File: src/rtl/scroll_background_engine_if.sv
// Pixel request/response and texture ROM bus of the scrolling background engine.
// req_valid is a strobe with no back-pressure (every request is accepted); pixel_valid
// and tex_rd are one-cycle strobes, and tex_data must follow tex_addr by one cycle.
interface scroll_background_engine_if #(
  parameter int COORD_W = 11,
  parameter int ADDR_W  = 12
);
  logic               req_valid;
  logic [COORD_W-1:0] requested_x;
  logic [COORD_W-1:0] requested_y;
  logic [ADDR_W-1:0]  tex_addr;
  logic               tex_rd;
  logic [7:0]         tex_data;
  logic               pixel_valid;
  logic [7:0]         output_color;

  modport slave (
    input  req_valid, requested_x, requested_y, tex_data,
    output tex_addr, tex_rd, pixel_valid, output_color
  );

  modport master (
    output req_valid, requested_x, requested_y, tex_data,
    input  tex_addr, tex_rd, pixel_valid, output_color
  );
endinterface

File: src/rtl/scroll_background_engine.sv
// Vertical-scrolling tiled background: per-frame fixed-point scroll accumulator and a
// fixed 3-cycle pixel -> texel -> colour pipeline around a 1-cycle-latency texture ROM.
module scroll_background_engine #(
  parameter int         COORD_W    = 11,
  parameter int         SPEED_W    = 10,
  parameter int         SPEED_FRAC = 7,
  parameter int         TEX_W      = 128,
  parameter int         TEX_H      = 32,
  parameter int         SCALE_LOG2 = 2,
  parameter int         WIN_X0     = 32,
  parameter int         WIN_W      = 512,
  parameter logic [7:0] MASK_VALUE = 8'h62
) (
  input  logic                clk,
  input  logic                resetN,
  input  logic                frame_start,
  input  logic                scroll_en,
  input  logic [SPEED_W-1:0]  player_speed,
  input  logic                load_scroll,
  input  logic [COORD_W-1:0]  load_value,
  output logic [COORD_W-1:0]  scroll_y,
  scroll_background_engine_if.slave bus
);
  localparam int ACC_W  = COORD_W + SPEED_FRAC;
  localparam int ADDR_W = $clog2(TEX_W * TEX_H);
  localparam int U_W    = $clog2(TEX_W);
  localparam int V_W    = $clog2(TEX_H);
  localparam logic [COORD_W:0] WIN_LO = (COORD_W+1)'(WIN_X0);
  localparam logic [COORD_W:0] WIN_HI = (COORD_W+1)'(WIN_X0 + WIN_W);

  logic [ACC_W-1:0]  acc_q, acc_d;
  logic [ADDR_W-1:0] tex_addr_q, tex_addr_d;
  logic              tex_rd_q, tex_rd_d;
  logic              s1_valid_q, s1_valid_d, s1_hit_q, s1_hit_d;
  logic              s2_valid_q, s2_valid_d, s2_hit_q, s2_hit_d;
  logic              pixel_valid_q, pixel_valid_d;
  logic [7:0]        color_q, color_d;

  logic [COORD_W:0]  x_ext;
  logic              in_win;
  logic [U_W-1:0]    u;
  logic [V_W-1:0]    v;

  assign scroll_y = acc_q[ACC_W-1 -: COORD_W];

  // The row sum wraps at the screen coordinate width before scaling, so the texture
  // tiles seamlessly as the scroll position rolls over.
  assign x_ext  = {1'b0, bus.requested_x};
  assign in_win = (x_ext >= WIN_LO) && (x_ext < WIN_HI);
  assign u      = U_W'((x_ext - WIN_LO) >> SCALE_LOG2);
  assign v      = V_W'((bus.requested_y + scroll_y) >> SCALE_LOG2);

  always_comb begin
    acc_d = acc_q;
    if (load_scroll)
      acc_d = {load_value, {SPEED_FRAC{1'b0}}};
    else if (frame_start && scroll_en)
      acc_d = acc_q - ACC_W'(player_speed);

    tex_rd_d   = bus.req_valid && in_win;
    tex_addr_d = tex_rd_d ? {v, u} : tex_addr_q;
    s1_valid_d = bus.req_valid;
    s1_hit_d   = in_win;
    s2_valid_d = s1_valid_q;
    s2_hit_d   = s1_hit_q;

    pixel_valid_d = s2_valid_q;
    color_d       = color_q;
    if (s2_valid_q)
      color_d = s2_hit_q ? bus.tex_data : MASK_VALUE;
  end

  always_ff @(posedge clk or negedge resetN) begin
    if (!resetN) begin
      acc_q         <= '0;
      tex_addr_q    <= '0;
      tex_rd_q      <= 1'b0;
      s1_valid_q    <= 1'b0;
      s1_hit_q      <= 1'b0;
      s2_valid_q    <= 1'b0;
      s2_hit_q      <= 1'b0;
      pixel_valid_q <= 1'b0;
      color_q       <= MASK_VALUE;
    end else begin
      acc_q         <= acc_d;
      tex_addr_q    <= tex_addr_d;
      tex_rd_q      <= tex_rd_d;
      s1_valid_q    <= s1_valid_d;
      s1_hit_q      <= s1_hit_d;
      s2_valid_q    <= s2_valid_d;
      s2_hit_q      <= s2_hit_d;
      pixel_valid_q <= pixel_valid_d;
      color_q       <= color_d;
    end
  end

  assign bus.tex_addr     = tex_addr_q;
  assign bus.tex_rd       = tex_rd_q;
  assign bus.pixel_valid  = pixel_valid_q;
  assign bus.output_color = color_q;
endmodule

File: src/flat_wrapper.sv
// flat-port wrapper written by rule: the top's interface ports become plain ports
module scroll_background_engine_flat 
#(
  parameter int         COORD_W    = 11,
  parameter int         SPEED_W    = 10,
  parameter int         SPEED_FRAC = 7,
  parameter int         TEX_W      = 128,
  parameter int         TEX_H      = 32,
  parameter int         SCALE_LOG2 = 2,
  parameter int         WIN_X0     = 32,
  parameter int         WIN_W      = 512,
  parameter logic [7:0] MASK_VALUE = 8'h62
)
  (clk, resetN, frame_start, scroll_en, player_speed, load_scroll, load_value, scroll_y, bus_req_valid, bus_requested_x, bus_requested_y, bus_tex_data, bus_tex_addr, bus_tex_rd, bus_pixel_valid, bus_output_color);
  scroll_background_engine_if #(.COORD_W(COORD_W), .ADDR_W(12)) bus_i ();
  input  logic clk;
  input  logic resetN;
  input  logic frame_start;
  input  logic scroll_en;
  input  logic [SPEED_W-1:0] player_speed;
  input  logic load_scroll;
  input  logic [COORD_W-1:0] load_value;
  output logic [COORD_W-1:0] scroll_y;
  input wire logic [$bits(bus_i.req_valid)-1:0] bus_req_valid;
  input wire logic [$bits(bus_i.requested_x)-1:0] bus_requested_x;
  input wire logic [$bits(bus_i.requested_y)-1:0] bus_requested_y;
  input wire logic [$bits(bus_i.tex_data)-1:0] bus_tex_data;
  output wire logic [$bits(bus_i.tex_addr)-1:0] bus_tex_addr;
  output wire logic [$bits(bus_i.tex_rd)-1:0] bus_tex_rd;
  output wire logic [$bits(bus_i.pixel_valid)-1:0] bus_pixel_valid;
  output wire logic [$bits(bus_i.output_color)-1:0] bus_output_color;
  assign bus_i.req_valid = bus_req_valid;
  assign bus_i.requested_x = bus_requested_x;
  assign bus_i.requested_y = bus_requested_y;
  assign bus_i.tex_data = bus_tex_data;
  assign bus_tex_addr = bus_i.tex_addr;
  assign bus_tex_rd = bus_i.tex_rd;
  assign bus_pixel_valid = bus_i.pixel_valid;
  assign bus_output_color = bus_i.output_color;
  scroll_background_engine #(.COORD_W(COORD_W), .SPEED_W(SPEED_W), .SPEED_FRAC(SPEED_FRAC), .TEX_W(TEX_W), .TEX_H(TEX_H), .SCALE_LOG2(SCALE_LOG2), .WIN_X0(WIN_X0), .WIN_W(WIN_W), .MASK_VALUE(MASK_VALUE)) u_core (.clk(clk), .resetN(resetN), .frame_start(frame_start), .scroll_en(scroll_en), .player_speed(player_speed), .load_scroll(load_scroll), .load_value(load_value), .scroll_y(scroll_y), .bus(bus_i));
endmodule
File: config.mk
export PLATFORM = sky130hd
export DESIGN_NAME = scroll_background_engine_flat
export DESIGN_NICKNAME = d
export VERILOG_FILES = /design/src/rtl/scroll_background_engine_if.sv /design/src/rtl/scroll_background_engine.sv /design/src/flat_wrapper.sv
export SDC_FILE = /design/constraint.sdc
export NUM_CORES = 1
export LEC_CHECK = 0
export ABC_AREA = 0
export CAP_MARGIN = 20
export CORE_UTILIZATION = 42
export DETAILED_ROUTE_END_ITERATION = 8
export PLACE_DENSITY = 0.78
export SETUP_SLACK_MARGIN = 0.1
export SYNTH_ARGS = -nofsm -noshare
export SYNTH_HDL_FRONTEND = slang
export SYNTH_SLANG_ARGS = --single-unit
File: constraint.sdc
create_clock -name clk -period 2.6 [get_ports clk]
set_clock_uncertainty 0.15 [all_clocks]
set_input_delay 0.26 -clock clk [delete_from_list [all_inputs] [get_ports clk]]
set_output_delay 0.26 -clock clk [all_outputs]
set_load 0.005 [all_outputs]
Word-level counts from Yosys, hierarchy flattened:

Index checks and enable logic that the tools add are counted.

* divide/modulo/power cells: 0
* multipliers: 0
* muxes and demuxes: 3
* reduce and logical (&&, ||, !) cells: 4
* eq/ne operators: 0
* magnitude comparators: 2
* shift operators: 0
* bitwise operators: 0
* $add $sub $neg: 3

Operator list (count)
* $mux W18: 2
* $sub A18 B10 Y18: 1
* $ge A11 B6 Y1 const B: 1
* $lt A11 B10 Y1 const B: 1
* $sub A9 B6 Y9 const B: 1
* $mux W8: 1
* $add A7 B7 Y7: 1
* $logic_and A1 B1 Y1: 3
* $reduce_bool A2 Y1: 1

* memory bits (read-only): 0
* word-level logic and storage cells: 21
* bits of input ports: 57
* memories kept: 0
* register bits after elaboration: 44
* RAM bits: 0
* latch bits: 0

Depth between registers and ports, before layout:

* depth after elaboration: 3
* gate-level depth with buffers: 9
* gate-level depth less buffers: 9

Worst setup path before layout:

Ideal clock, no wire load.

* path type: register to register
* from: register u_core.acc_q[0]
* to: register u_core.acc_q[16]
* arrival: 2.161 ns
* path buffers: 0
* stages on the path, launching flop included: 10
* setup slack: 0.164 ns
* data required time: 2.325 ns
* library setup time: 0.125 ns
* clock period less this slack: 2.436 ns
* cells stage by stage: dfrtp_1 > inv_1 > ha_1 > fa_1 > nand2b_1 > a211oi_1 > nor3_1 > o41ai_1 > xnor2_1 > mux2_2

* cells in the longest elaborated chain, start to end: 3

RTL lines
* start, declared: line scroll_background_engine.sv:31 `logic [ACC_W-1:0] acc_q, acc_d;`
* start signal, assigned: line scroll_background_engine.sv:75 `acc_q <= '0;`
* start signal, assigned: line scroll_background_engine.sv:85 `acc_q <= acc_d;`
* $sub A18 B10 Y18: line scroll_background_engine.sv:58 `acc_d = acc_q - ACC_W'(player_speed);`
* $mux W18: line scroll_background_engine.sv:57 `else if (frame_start && scroll_en)`
* $mux W18: line scroll_background_engine.sv:55 `if (load_scroll)`

Every way passes these cells. The select of a mux whose other input is x is not followed.
A chain may end at the register's enable or synchronous reset.

Worst setup path after layout:

* from: input port player_speed[3]
* to: register u_core.acc_q[12]

* cells in the longest elaborated chain, start to end: 3

RTL lines
* start, declared: line flat_wrapper.sv:20 `input logic [SPEED_W-1:0] player_speed;`
* $sub A18 B10 Y18: line scroll_background_engine.sv:58
* $mux W18: line scroll_background_engine.sv:57
* $mux W18: line scroll_background_engine.sv:55

Every way passes these cells. The select of a mux whose other input is x is not followed.

==> qor.csv <==
stage;metric;value;unit
cells_and_area;drive_gt1_share;11.60;%
synth;synth_largest_type_area_fraction;38.37;%
global_routing;pin_count_of_the_biggest_net_entering_global_routing;27;
detailed_routing;firstDrtPassIters;4;
floorplanning;die-area;6690;um2
placed_design;place_worst_setup_slack;-428.4;ps
synth;synthesis.area_per_instance;8.854;um2
timing;max_slew_headroom;62.09;%
status;outcome;finished clean;
setup_path;critPathArrivalTime;2510;ps
synth;synth_flop_cell;sky130_fd_sc_hd__dfrtp_1;
synth;synth_top_family_by_area;simple AND/OR/NAND/NOR gates;
synth;post_synthesis_share_of_cell_area_spent_on_xor_and_xnor_gates;6.224;%
timing;finalSetupViolations;0;
cells_and_area;fin_nets;461;
timing;period_needed;2444;ps
cells_and_area;area_growth_syn_to_layout;40.66;%
setup_path;critical_path.n_buffers_inverters;3;
synth;library_cell_with_the_highest_instance_count_after_synthesis;sky130_fd_sc_hd__dfrtp_1;
synth;synth_simple_gate_area_share;17.69;%
placed_design;detailed_place_hpwl;5156;um
synth;synth_fa_ha_area_share;8.236;%
detailed_routing;drt-wirelength-per-cell;14.56;um
global_routing;grt_remaining_overflow;0;
placed_design;placed_area;3590;um2
synth;yosys_register_bits;44;
floorplanning;ios;90;
floorplanning;die_x;81.79;um
setup_path;crit_path_top_delay_cell;sky130_fd_sc_hd__clkdlybuf4s50_1;
synth;synth_edf_count;0;
synth;synth_compound_area_share;14.97;%
timing;slew_viol_final;0;
clock_tree;cts_tree;done;
timing;period_share;94.02;%
setup_path;critical_path.most_common_cell;sky130_fd_sc_hd__o21ai_0;
cells_and_area;n_antenna_cell;0;
setup_path;cp_top_family;compound AO/OA/AOI/OAI gates;
setup_path;timing.critical_path.cells;clkdlybuf4s50_1, inv_1, ha_1, o21ai_0, a211oi_4, buf_4, nor3_1, o21ai_0, xor2_1, o21ai_0;
setup_path;max_stage_delay;460;ps
hold_path;timing.hold.worst_path_depth;0;
global_routing;grtUsageTotal;21.37;%
power;peakVddDrop;0.2688;mV
setup_path;worst-endpoint-required;2670;ps
timing;grt_setup_unrepaired;true;
synth;proportion_of_synthesized_chip_area_in_sequential_cells;41.32;%
synth;synth.yosys.warnings;0;
setup_path;cp_max_fo;3;
power;power_density;549.9;nW/um2
hold_path;min_from;u_core.s1_hit_q;
global_routing;grt_pass1_wl;10870;um
timing;max_clock_freq;0.4091;GHz
setup_path;worstSetupStartpoint;player_speed[3];
floorplanning;core_area;6026;um2
setup_path;critical_path_cell_count;10;
flow_run;cap_violations;0;
clock_tree;maximum_clock_path_buffer_count;2;
synth;synthDistinctLibCells;48;
setup_path;setup.worst_path.start_class;input pin;
detailed_routing;num_vias;2444;
timing;postLayoutSetupSlackWorst;155.5;ps
clock_tree;number_of_clock_sinks;44;
hold_path;timing.hold.worst.class;flop to flop;
detailed_routing;drt-initial-drc-count;96;
power;total_leakage_power;1.662;nW
floorplanning;num_rows;28;
global_routing;number_of_global_route_vias_before_repair;2428;
detailed_routing;drt_drc;0;
setup_path;reg2reg_start;u_core.acc_q[0];
power;power.total;2.068;mW
synth;synth_top_cells_by_count;sky130_fd_sc_hd__dfrtp_1, sky130_fd_sc_hd__nand2_1, sky130_fd_sc_hd__o21ai_0;
timing;worst_hold_slack;216.2;ps
floorplanning;overall_die_height;81.79;um
timing;worst-slew-pin-transition;568.7;ps
synth;post-synth-top-area-cell;sky130_fd_sc_hd__dfrtp_1;
clock_tree;postCtsSetupBuffers;0;
cells_and_area;final-seq-area;1105;um2
floorplanning;starting_density;44.37;%
cells_and_area;layout.filler_cells;521;
setup_path;worst_setup_path_end_kind;flop;
synth;ys_async_sr_fraction;100.0;%
synth;syn-instance-count;302;
synth;ys_top_cells_by_area;sky130_fd_sc_hd__dfrtp_1, sky130_fd_sc_hd__ha_1, sky130_fd_sc_hd__o21ai_0;
detailed_routing;finalWirelength;6741;um
global_routing;antenna_violations_before_repair;0;
synth;post_synth_mux_area_share;2.948;%
synth;mappedNetlistArea;2674;um2
clock_tree;root_buffer;sky130_fd_sc_hd__clkbuf_8;
placed_design;placement.io_buffers;85;
cells_and_area;final_area;3761;um2
setup_path;type_of_the_setup_path_with_the_least_slack;input pin to flop;
setup_path;worstRegToRegCells;9;
clock_tree;cts-buffers-inserted;5;
detailed_routing;post_drt_via_cell_ratio;5.279;
clock_tree;cts-htree-levels;2;
timing;report.final.hold_viol_count;0;
clock_tree;clk_transition_reported_paths;90;ps
timing;fin_setup_tns;0;ps
placed_design;place.gp.congestion;0.8978;
detailed_routing;ant_nets;0;
synth;postSynthNetCount;376;
clock_tree;clkLatencyLatePin;290;ps
cells_and_area;multiInputGateArea;1376;um2
[flip-flops by register name (all words and copies together) (netlist names)]
register                 flops
u_core.s2_hit_q              1
u_core.s1_valid_q            1
u_core.bus.output_color      8
u_core.acc_q                18
u_core.s1_hit_q              1
u_core.bus.tex_rd            1
u_core.bus.pixel_valid       1
u_core.pixel_valid_d         1
u_core.bus.tex_addr         12
[kinds of logic after synthesis]
group,after synthesis
AND/OR/NAND/NOR,98
AO/OA/AOI/OAI,69
buffers and inverters,48
flip-flops,44
XOR/XNOR,19
adder cells (fa/ha/maj),17
multiplexers,7
[per-layer routing]
metal  vias up  GRT usage, %  wire length [um]
met4         0         7.018               173
met2       103         37.77              3194
li1       1196             -                 -
met1      1131         25.78              2882
met3        14         4.222               491
met5         -             0                 0
[final cells by class]
| type | instances | area share [%] |
|---|---|---|
| Tap cell | 75 | 2.495 |
| Inverter | 25 | 2.495 |
| Timing Repair Buffer | 101 | 25.82 |
| Clock inverter | 2 | 1.031 |
| Sequential cell | 44 | 29.37 |
| Multi-Input combinational cell | 210 | 36.59 |
| Clock buffer | 6 | 2.196 |
[through the flow]
stage / cells / utilization (%)
2_1_floorplan: 302 / -
3_3_place_gp: 454 / 59.57
3_5_place_dp: 454 / 59.57
4_1_cts: 463 / 62.25
5_1_grt: 463 / 62.42
6_report: 463 / 62.42
[where the power goes]
part	switching, mW	leakage (nW)	total [mW]	internal (mW)
registers	0.0761	0.549	0.849	0.773
logic	0.283	1.05	0.668	0.385
clock network	0.237	0.0614	0.551	0.314
total	0.595	1.66	2.07	1.47
[final timing paths]
check	end	slack [ps]
min	u_core.s2_hit_q	220
min in group asynchronous	u_core.bus.tex_addr[10]	340
min reg2reg	u_core.s2_hit_q	220
max reg2reg	u_core.acc_q[16]	190
max in group asynchronous	u_core.acc_q[0]	1290
max	u_core.acc_q[12]	160
[cells in the final DEF (no fill, tap or decap), types with 3 or more instances in the layout]
cell type,instances
sky130_fd_sc_hd__nor4_1,4
sky130_fd_sc_hd__a31oi_1,3
sky130_fd_sc_hd__nor2_1,19
sky130_fd_sc_hd__nand2_1,34
sky130_fd_sc_hd__nor3_1,4
sky130_fd_sc_hd__dfrtp_1,41
sky130_fd_sc_hd__nand2b_1,4
sky130_fd_sc_hd__a31o_2,3
sky130_fd_sc_hd__inv_1,25
sky130_fd_sc_hd__nor3b_1,3
sky130_fd_sc_hd__nor2b_1,3
sky130_fd_sc_hd__clkdlybuf4s50_1,83
sky130_fd_sc_hd__mux2i_1,3
sky130_fd_sc_hd__xnor2_1,13
sky130_fd_sc_hd__nand3_1,11
sky130_fd_sc_hd__a21oi_1,21
sky130_fd_sc_hd__buf_4,15
sky130_fd_sc_hd__mux2_2,3
sky130_fd_sc_hd__clkbuf_8,6
sky130_fd_sc_hd__ha_1,15
sky130_fd_sc_hd__xor2_1,6
sky130_fd_sc_hd__dfstp_2,3
sky130_fd_sc_hd__o21ai_0,29
[what timing repair did]
action                                 in CTS  in global routing
setup endpoints to repair                   3                  2
pin swaps                                   2                  2
hold buffers                                1                  0
endpoints found under the hold margin      22                  0
resized for setup                           5                  4
(Power assumes the default switching activity.)
